--- src/rtl/ad4003_acq_scheduler.sv ---
// Mode sequencer for one AD4003 deserializer port: reset hold, config write, verify, turbo run.
// Optional config read-back during RUN is built when AD4003_READBACK_EN is defined.
module ad4003_acq_scheduler #(
    parameter int unsigned FRAME_LEN   = 41,
    parameter int unsigned INIT_FRAMES = 2,
    parameter int unsigned VERIFY_FRM  = 2,
    parameter int unsigned MAX_RETRY   = 3,
    parameter logic [15:0] EXP_CFG     = 16'h0002
) (
    input  logic        adc_spi_clk,
    input  logic        rst_n,
    input  logic        acq_start,
    input  logic        acq_stop,
    input  logic [31:0] sample_limit,
    input  logic        cfg_req,
    input  logic [15:0] cfg_rdata,
    input  logic        cfg_rvalid,
    output logic        des_rst,
    output logic        des_force_read,
    output logic        des_force_write,
    output logic        acq_active,
    output logic [31:0] sample_cnt,
    output logic        cfg_busy,
    output logic        cfg_done,
    output logic [15:0] cfg_word,
    output logic        err
);

    localparam int unsigned FCW = (FRAME_LEN > 1) ? $clog2(FRAME_LEN) : 1;
    localparam logic [FCW-1:0] FC_LAST     = FCW'(FRAME_LEN - 1);
    localparam logic [7:0]     INIT_LAST   = 8'(INIT_FRAMES - 1);
    localparam logic [7:0]     VERIFY_LAST = 8'(VERIFY_FRM - 1);
    localparam logic [7:0]     RDBK_LAST   = 8'd1;
    localparam logic [7:0]     RETRY_MAX   = 8'(MAX_RETRY);

`ifdef AD4003_READBACK_EN
    localparam logic RDBK_EN = 1'b1;
`else
    localparam logic RDBK_EN = 1'b0;
`endif

    typedef enum logic [2:0] {
        ST_IDLE   = 3'd0,
        ST_INIT   = 3'd1,
        ST_VERIFY = 3'd2,
        ST_RUN    = 3'd3,
        ST_DRAIN  = 3'd4,
        ST_RDBK   = 3'd5
    } state_t;

    function automatic logic cfg_ok(input logic [15:0] word);
        return (word[7:0] == EXP_CFG[7:0]);
    endfunction

    state_t         state_r;
    state_t         state_nxt_s;
    logic [FCW-1:0] frame_cnt_r;
    logic [7:0]     phase_r;
    logic [7:0]     phase_nxt_s;
    logic [7:0]     retry_r;
    logic [7:0]     retry_nxt_s;
    logic           start_pend_r;
    logic           stop_pend_r;
    logic           cfg_pend_r;
    logic [31:0]    limit_r;
    logic [15:0]    cap_word_r;
    logic           cap_seen_r;

    logic           fb_s;
    logic           start_eff_s;
    logic           stop_eff_s;
    logic           cfg_eff_s;
    logic [15:0]    cap_word_s;
    logic           cap_seen_s;
    logic           verify_ok_s;
    logic           limit_hit_s;
    logic [31:0]    cnt_inc_s;
    logic           err_set_s;
    logic           run_begin_s;
    logic           rdbk_done_s;

    // Frame boundary, effective pending requests and capture including this cycle's strobe
    always_comb begin
        fb_s        = (frame_cnt_r == FC_LAST);
        start_eff_s = start_pend_r | acq_start;
        stop_eff_s  = stop_pend_r | acq_stop;
        cfg_eff_s   = cfg_pend_r | (cfg_req & RDBK_EN);
        if (cfg_rvalid) begin
            cap_word_s = cfg_rdata;
        end else begin
            cap_word_s = cap_word_r;
        end
        cap_seen_s  = cap_seen_r | cfg_rvalid;
        verify_ok_s = cap_seen_s & cfg_ok(cap_word_s);
        limit_hit_s = (limit_r != 32'd0) && (sample_cnt == (limit_r - 32'd1));
        if (sample_cnt == 32'hFFFF_FFFF) begin
            cnt_inc_s = sample_cnt;
        end else begin
            cnt_inc_s = sample_cnt + 32'd1;
        end
    end

    // Next-state decode; the state only moves on a frame boundary
    always_comb begin
        state_nxt_s = state_r;
        retry_nxt_s = retry_r;
        err_set_s   = 1'b0;
        if (fb_s) begin
            case (state_r)
                ST_IDLE: begin
                    if (stop_eff_s) begin
                        state_nxt_s = ST_IDLE;
                    end else if (start_eff_s) begin
                        state_nxt_s = ST_INIT;
                        retry_nxt_s = 8'd0;
                    end else begin
                        state_nxt_s = ST_IDLE;
                    end
                end
                ST_INIT: begin
                    if (stop_eff_s) begin
                        state_nxt_s = ST_IDLE;
                    end else if (phase_r == INIT_LAST) begin
                        state_nxt_s = ST_VERIFY;
                    end else begin
                        state_nxt_s = ST_INIT;
                    end
                end
                ST_VERIFY: begin
                    if (stop_eff_s) begin
                        state_nxt_s = ST_IDLE;
                    end else if (phase_r == VERIFY_LAST) begin
                        if (verify_ok_s) begin
                            state_nxt_s = ST_RUN;
                        end else if (retry_r < RETRY_MAX) begin
                            state_nxt_s = ST_INIT;
                            retry_nxt_s = retry_r + 8'd1;
                        end else begin
                            state_nxt_s = ST_IDLE;
                            err_set_s   = 1'b1;
                        end
                    end else begin
                        state_nxt_s = ST_VERIFY;
                    end
                end
                ST_RUN: begin
                    if (stop_eff_s || limit_hit_s) begin
                        state_nxt_s = ST_DRAIN;
                    end else if (cfg_eff_s) begin
                        state_nxt_s = ST_RDBK;
                    end else begin
                        state_nxt_s = ST_RUN;
                    end
                end
                ST_DRAIN: begin
                    state_nxt_s = ST_IDLE;
                end
                ST_RDBK: begin
                    if (stop_eff_s) begin
                        state_nxt_s = ST_DRAIN;
                    end else if (phase_r == RDBK_LAST) begin
                        state_nxt_s = ST_RUN;
                    end else begin
                        state_nxt_s = ST_RDBK;
                    end
                end
                default: begin
                    state_nxt_s = ST_IDLE;
                end
            endcase
        end else begin
            state_nxt_s = state_r;
        end
    end

    // Frames-in-state counter restarts whenever the state changes
    always_comb begin
        phase_nxt_s = phase_r;
        if (fb_s) begin
            if (state_nxt_s != state_r) begin
                phase_nxt_s = 8'd0;
            end else begin
                phase_nxt_s = phase_r + 8'd1;
            end
        end else begin
            phase_nxt_s = phase_r;
        end
        run_begin_s = fb_s && (state_r == ST_IDLE) && (state_nxt_s == ST_INIT);
        rdbk_done_s = fb_s && (state_r == ST_RDBK) && (state_nxt_s == ST_RUN);
    end

    // Sequencer state, request flags, captures and registered outputs
    always_ff @(posedge adc_spi_clk or negedge rst_n) begin
        if (!rst_n) begin
            state_r         <= ST_IDLE;
            frame_cnt_r     <= '0;
            phase_r         <= 8'd0;
            retry_r         <= 8'd0;
            start_pend_r    <= 1'b0;
            stop_pend_r     <= 1'b0;
            cfg_pend_r      <= 1'b0;
            limit_r         <= 32'd0;
            cap_word_r      <= 16'd0;
            cap_seen_r      <= 1'b0;
            des_rst         <= 1'b1;
            des_force_read  <= 1'b0;
            des_force_write <= 1'b0;
            acq_active      <= 1'b0;
            sample_cnt      <= 32'd0;
            cfg_busy        <= 1'b0;
            cfg_done        <= 1'b0;
            cfg_word        <= 16'd0;
            err             <= 1'b0;
        end else begin
            if (fb_s) begin
                frame_cnt_r <= '0;
            end else begin
                frame_cnt_r <= frame_cnt_r + FCW'(1);
            end

            // Requests are consumed (or dropped) at every frame boundary
            if (fb_s) begin
                start_pend_r <= 1'b0;
                stop_pend_r  <= 1'b0;
                cfg_pend_r   <= 1'b0;
            end else begin
                start_pend_r <= start_pend_r | acq_start;
                stop_pend_r  <= stop_pend_r | acq_stop;
                cfg_pend_r   <= cfg_pend_r | (cfg_req & RDBK_EN);
            end

            state_r <= state_nxt_s;
            phase_r <= phase_nxt_s;
            retry_r <= retry_nxt_s;

            if (acq_start && (state_r == ST_IDLE)) begin
                limit_r <= sample_limit;
            end else begin
                limit_r <= limit_r;
            end

            if ((state_r != ST_VERIFY) && (state_r != ST_RDBK)) begin
                cap_seen_r <= 1'b0;
                cap_word_r <= cap_word_r;
            end else begin
                cap_seen_r <= cap_seen_s;
                cap_word_r <= cap_word_s;
            end

            if (run_begin_s) begin
                sample_cnt <= 32'd0;
            end else if (fb_s && (state_r == ST_RUN)) begin
                sample_cnt <= cnt_inc_s;
            end else begin
                sample_cnt <= sample_cnt;
            end

            if (run_begin_s) begin
                err <= 1'b0;
            end else if (err_set_s) begin
                err <= 1'b1;
            end else begin
                err <= err;
            end

            cfg_done <= rdbk_done_s;
            if (rdbk_done_s && cap_seen_s) begin
                cfg_word <= cap_word_s;
            end else begin
                cfg_word <= cfg_word;
            end

            des_rst         <= (state_nxt_s == ST_IDLE);
            des_force_read  <= (state_nxt_s == ST_VERIFY) || (state_nxt_s == ST_RDBK);
            des_force_write <= (state_nxt_s == ST_INIT);
            acq_active      <= (state_nxt_s == ST_RUN);
            cfg_busy        <= (state_nxt_s == ST_RDBK);
        end
    end

endmodule

--- config.mk ---
export PLATFORM = sky130hd
export DESIGN_NAME = ad4003_acq_scheduler
export DESIGN_NICKNAME = d
export VERILOG_FILES = /design/src/rtl/ad4003_acq_scheduler.sv
export SDC_FILE = /design/constraint.sdc
export NUM_CORES = 1
export LEC_CHECK = 0
export BUFFER_PORTS_ARGS = -buffer_cell sky130_fd_sc_hd__clkbuf_2
export CAP_MARGIN = 20
export CORE_ASPECT_RATIO = 1.5
export CORE_UTILIZATION = 54
export CTS_BUF_LIST = sky130_fd_sc_hd__clkbuf_2
export DETAILED_ROUTE_END_ITERATION = 12
export PLACE_DENSITY = 0.83
export SYNTH_ARGS = -nofsm -noshare
export SYNTH_HDL_FRONTEND = slang
export SYNTH_SLANG_ARGS = --single-unit
--- constraint.sdc ---
create_clock -name adc_spi_clk -period 3.5 [get_ports adc_spi_clk]
set_input_delay 0.175 -clock adc_spi_clk [delete_from_list [all_inputs] [get_ports adc_spi_clk]]
set_output_delay 0.175 -clock adc_spi_clk [all_outputs]
set_load 0.01 [all_outputs]
==> flow_metrics.tcl <==
set metrics [dict create \
    setup.worst_path.class "reg2reg" \
    holdCritPathClass "in2reg" \
    design_area_um2 8880 \
    worst_setup_path_start_kind "flop" \
    rrSetupSlack_ns 0.02 \
    gr-usage-met2_pct 48.9 \
    maxSlewHeadroom_pct 29.5 \
    whs_endpoint "limit_r[21]" \
    cts_tree "yes" \
    syn_area_um2 7170 \
    min_delay_path_depth 3 \
    synth.net_count 747 \
    setup_repair_after_global_routing_missed_its_margin "yes" \
    fp.dieH_um 143 \
    numClockSinks 131 \
    placement.cell_area_um2 8030 \
    worst_ep_arrival_time_ns 4.06 \
    crit_required_ns 4.07 \
    initial_core_util_pct 55.3 \
    p_clk_share_pct 28.2 \
    max_slew.worst_pin.slew_ns 1.05 \
    areaGrowthSynthToFinish_pct 23.8 \
    globalRouteOverflowTotal 0 \
    timing.fmax_mhz 287 \
    drv_slew 0 \
    clk_root_buffer_cell "clkbuf_2" \
    fillers 1004 \
    top_usage_layer "met2" \
    gp_congestion 0.947 \
    final_core_util_pct 68.5 \
    critPathCaptureType "flop" \
    ant_nets 0 \
    status "finished clean" \
    reg2reg_to "cfg_word[1]" \
    antenna_violations_before_repair 1 \
    global_route_met3_usage_pct 6.02 \
    pwr_density_cell_nw_per_um2 365 \
    port_buffers 107 \
    place.detailed.hpwl_um 12200 \
    max_ir_drop_vdd_v 0.000294 \
    die_area_um2 13800 \
    clk_pin_slew_ns 0.21 \
    cellLeakagePower_nw 3.92 \
    core-area_um2 13000 \
    post_drt_wl_per_cell_um 17.5 \
    postSynth.topFlopCell "dfrtp_1" \
    report.final.setup_viol 0 \
    pwr-share-seq_pct 53.6 \
    yosys_register_bits 131 \
    comb_power_share_pct 18.2 \
    layout-drive-gt1-share_pct 30.5 \
    net-switching-power_w 0.000987 \
    critical_path.max_fanout 16 \
    synth.yosys.warnings 0 \
    layout_min_cycle_time_ns 3.48 \
    timing.final.crit_share_pct 99.5 \
    global_route.usage.met1_pct 33.0 \
    maximum_number_of_pins_on_one_net_before_global_route_repair 87 \
    design.final.nets 934 \
    grt_pass1_vias 6067 \
    initialDrtViolationCount 312 \
    detail_route.first_pass.iterations 5 \
    timing.max_cap.violations 0 \
    synth.yosys.seq_area_share_pct 45.7 \
    p_int_w 0.00225 \
    post_detailed_route_via_to_cell_ratio 5.85 \
    async_reset_ff_share_pct 100 \
    timing_hold_violations_final 0 \
    die_x_um 96.1 \
    yosys.cell_types.count 66 \
    synth_edf_count 0 \
    global_route_usage_sum_pct 28.5 \
    grt_first_pass_wirelength_um 29600 \
    skew_pair_late_insertion_delay_ns 0.71 \
    worstHoldStart "sample_limit[21]" \
    via_count 6120 \
    postRouteWirelength_um 18300 \
    source_of_the_critical_timing_path "limit_r[0]" \
    cts.path.max_buffers 2 \
    post_synth.cell_area_avg_um2 10.5 \
    worst-r2r-cell-count 12 \
    remaining_drc_errors 0 \
    reg2reg_from "limit_r[0]" \
    ios 109 \
    power.switching_fraction_pct 30.5 \
    cts_made_buffers 17 \
    clock_skew_ns 0.0409 \
    cts-htree-levels 4 \
    synthCells 686 \
    fp-row-count 51 \
]
-- critical path, stage by stage, from the launching register on --
cell	delay (ns)
dfrtp_1	0.46
inv_1	0.10
ha_2	0.19
nor3b_4	0.27
nand4_1	0.27
buf_4	0.24
or4_1	0.46
o21a_1	0.13
a211o_2	0.32
o31ai_4	0.28
a2111oi_4	0.13
buf_12	0.18
mux2_1	0.32
-- cells in the final DEF (no fill, tap or decap), types with 4 or more instances in the layout --
cell / netlist / layout
or4_1: 5 / 5
xor2_1: 34 / 34
dlygate4sd3_1: 0 / 54
nand4_1: 16 / 16
mux2i_1: 6 / 6
nor2b_1: 5 / 5
nand2_1: 46 / 45
mux2_4: 10 / 10
a31oi_1: 8 / 8
clkinv_2: 0 / 5
and4_1: 6 / 6
dfrtp_1: 130 / 130
or3_1: 9 / 9
and2_1: 6 / 6
xnor2_1: 48 / 48
nand3_1: 27 / 27
ha_1: 7 / 6
a21oi_1: 10 / 10
o21ai_0: 21 / 20
mux2_2: 65 / 65
nor2_1: 73 / 72
and3_1: 15 / 14
nor3_1: 22 / 21
buf_4: 0 / 31
clkbuf_2: 0 / 125
nor4_1: 12 / 11
inv_1: 20 / 20
o21ai_1: 3 / 4
nand3b_1: 4 / 4
o31ai_1: 4 / 4
-- layer usage --
layer / vias to the layer above / share of wire, % / routed length (µm)
met5: - / 0 / 0
met4: 0 / 3.9 / 722
met3: 67 / 4.6 / 848
met2: 242 / 53 / 9700
met1: 2992 / 38 / 7010
li1: 2819 / - / -
-- state kept, by name, summed over array words and instances (netlist names) --
| signal | count |
|---|---|
| phase_r | 8 |
| stop_pend_r | 1 |
| cap_seen_r | 1 |
| err | 1 |
| frame_cnt_r | 6 |
| cap_word_r | 16 |
| acq_active | 1 |
| sample_cnt | 32 |
| des_rst | 1 |
| start_pend_r | 1 |
| des_force_write | 1 |
| cfg_busy | 1 |
| retry_r | 8 |
| cfg_done | 1 |
| des_force_read | 1 |
| limit_r | 32 |
| state_r | 3 |
| cfg_word | 16 |
-- logic make-up after synthesis --
family	after synthesis	share of synthesized area (%)
DFF	131	45.7
adders and majority gates	7	1.22
muxes	83	13.5
buffers and inverters	45	2.50
and+or+nand+nor	261	19.2
AOI/OAI and AO/OA	77	7.89
xor gates and xnor gates	82	10.0
-- worst max-delay path by stage --
stage,endpoint,slack [ns],depth (start not counted)
2_1_floorplan,cfg_word[10],0.18,12
3_3_place_gp,cfg_word[0],0.13,10
3_5_place_dp,cfg_word[1],0.08,12
4_1_cts,cfg_word[1],0.04,12
5_1_grt,cfg_word[1],-0.09,12
6_report,cfg_word[1],0.02,12
-- per-stage QoR --
step / worst slack (ns) / hold WS, ns / TNS, ns / power [W] / cells
after global routing: -0.0866 / 0.180 / -0.350 / 0.00340 / 1046
after detailed placement: 0.0797 / 0.222 / 0 / 0.00228 / 954
after CTS: 0.0436 / 0.182 / 0 / 0.00323 / 1040
after global placement: 0.134 / 0.217 / 0 / 0.00226 / 954
after floorplan: 0.184 / -0.121 / 0 / 0.00207 / 686
final: 0.0169 / 0.230 / 0 / 0.00324 / 1046
-- power by group through the flow --
stage	registers [W]	logic, W	clock network (W)
floorplan	0.00173	0.000334	0
global placement	0.00176	0.000506	0
detailed placement	0.00176	0.000520	0
CTS	0.00173	0.000571	0.000929
global route	0.00175	0.000642	0.00101
finish	0.00174	0.000591	0.000912
-- synth_stat cells (2+ instances only) --
| library cell | number | area, µm² |
|---|---|---|
| a211oi_1 | 2 | 15.0 |
| a21o_1 | 3 | 22.5 |
| a21oi_1 | 10 | 50.1 |
| a22o_1 | 2 | 17.5 |
| a31oi_1 | 8 | 50.1 |
| a41oi_1 | 3 | 26.3 |
| and2_1 | 6 | 37.5 |
| and3_1 | 15 | 93.8 |
| and4_1 | 6 | 52.6 |
| buf_2 | 2 | 10.0 |
| clkbuf_1 | 21 | 78.8 |
| dfrtp_1 | 130 | 3250 |
| ha_1 | 7 | 87.6 |
| inv_1 | 20 | 75.1 |
| mux2_1 | 2 | 22.5 |
| mux2_2 | 65 | 732 |
| mux2_4 | 10 | 150 |
| mux2i_1 | 6 | 60.1 |
| nand2_1 | 46 | 173 |
| nand2b_1 | 2 | 12.5 |
| nand3_1 | 27 | 135 |
| nand3b_1 | 4 | 30.0 |
| nand4_1 | 16 | 100 |
| nor2_1 | 73 | 274 |
| nor2b_1 | 5 | 31.3 |
| nor3_1 | 22 | 110 |
| nor3b_1 | 2 | 15.0 |
| nor4_1 | 12 | 75.1 |
| nor4b_4 | 2 | 47.6 |
| o21ai_0 | 21 | 105 |
| o21ai_1 | 3 | 15.0 |
| o31a_1 | 2 | 17.5 |
| o31ai_1 | 4 | 30.0 |
| o31ai_2 | 2 | 25.0 |
| or2_2 | 2 | 12.5 |
| or3_1 | 9 | 56.3 |
| or4_1 | 5 | 37.5 |
| xnor2_1 | 48 | 420 |
| xor2_1 | 34 | 298 |
-- area by class of cell --
| class | instances | area (µm²) | share of cell area (%) |
|---|---|---|---|
| well taps | 159 | 199 | 2.24 |
| repair buffers | 193 | 1340 | 15.1 |
| clock inverters | 13 | 135 | 1.52 |
| inverters | 20 | 75.1 | 0.846 |
| flip-flops and latches | 131 | 3280 | 36.9 |
| clock buffers | 19 | 95.1 | 1.07 |
| diodes | 1 | 2.50 | 0.0282 |
| multi-input cells | 510 | 3750 | 42.2 |
-- what timing repair did --
| item | in CTS | in global routing |
|---|---|---|
| setup buffers | 0 | 5 |
| gates resized for setup | 0 | 8 |
| hold buffers | 54 | 0 |
| endpoints found under the setup margin | 0 | 20 |
| endpoints found under the hold margin | 165 | 0 |
No activity file was read; power rests on OpenSTA's default activity.
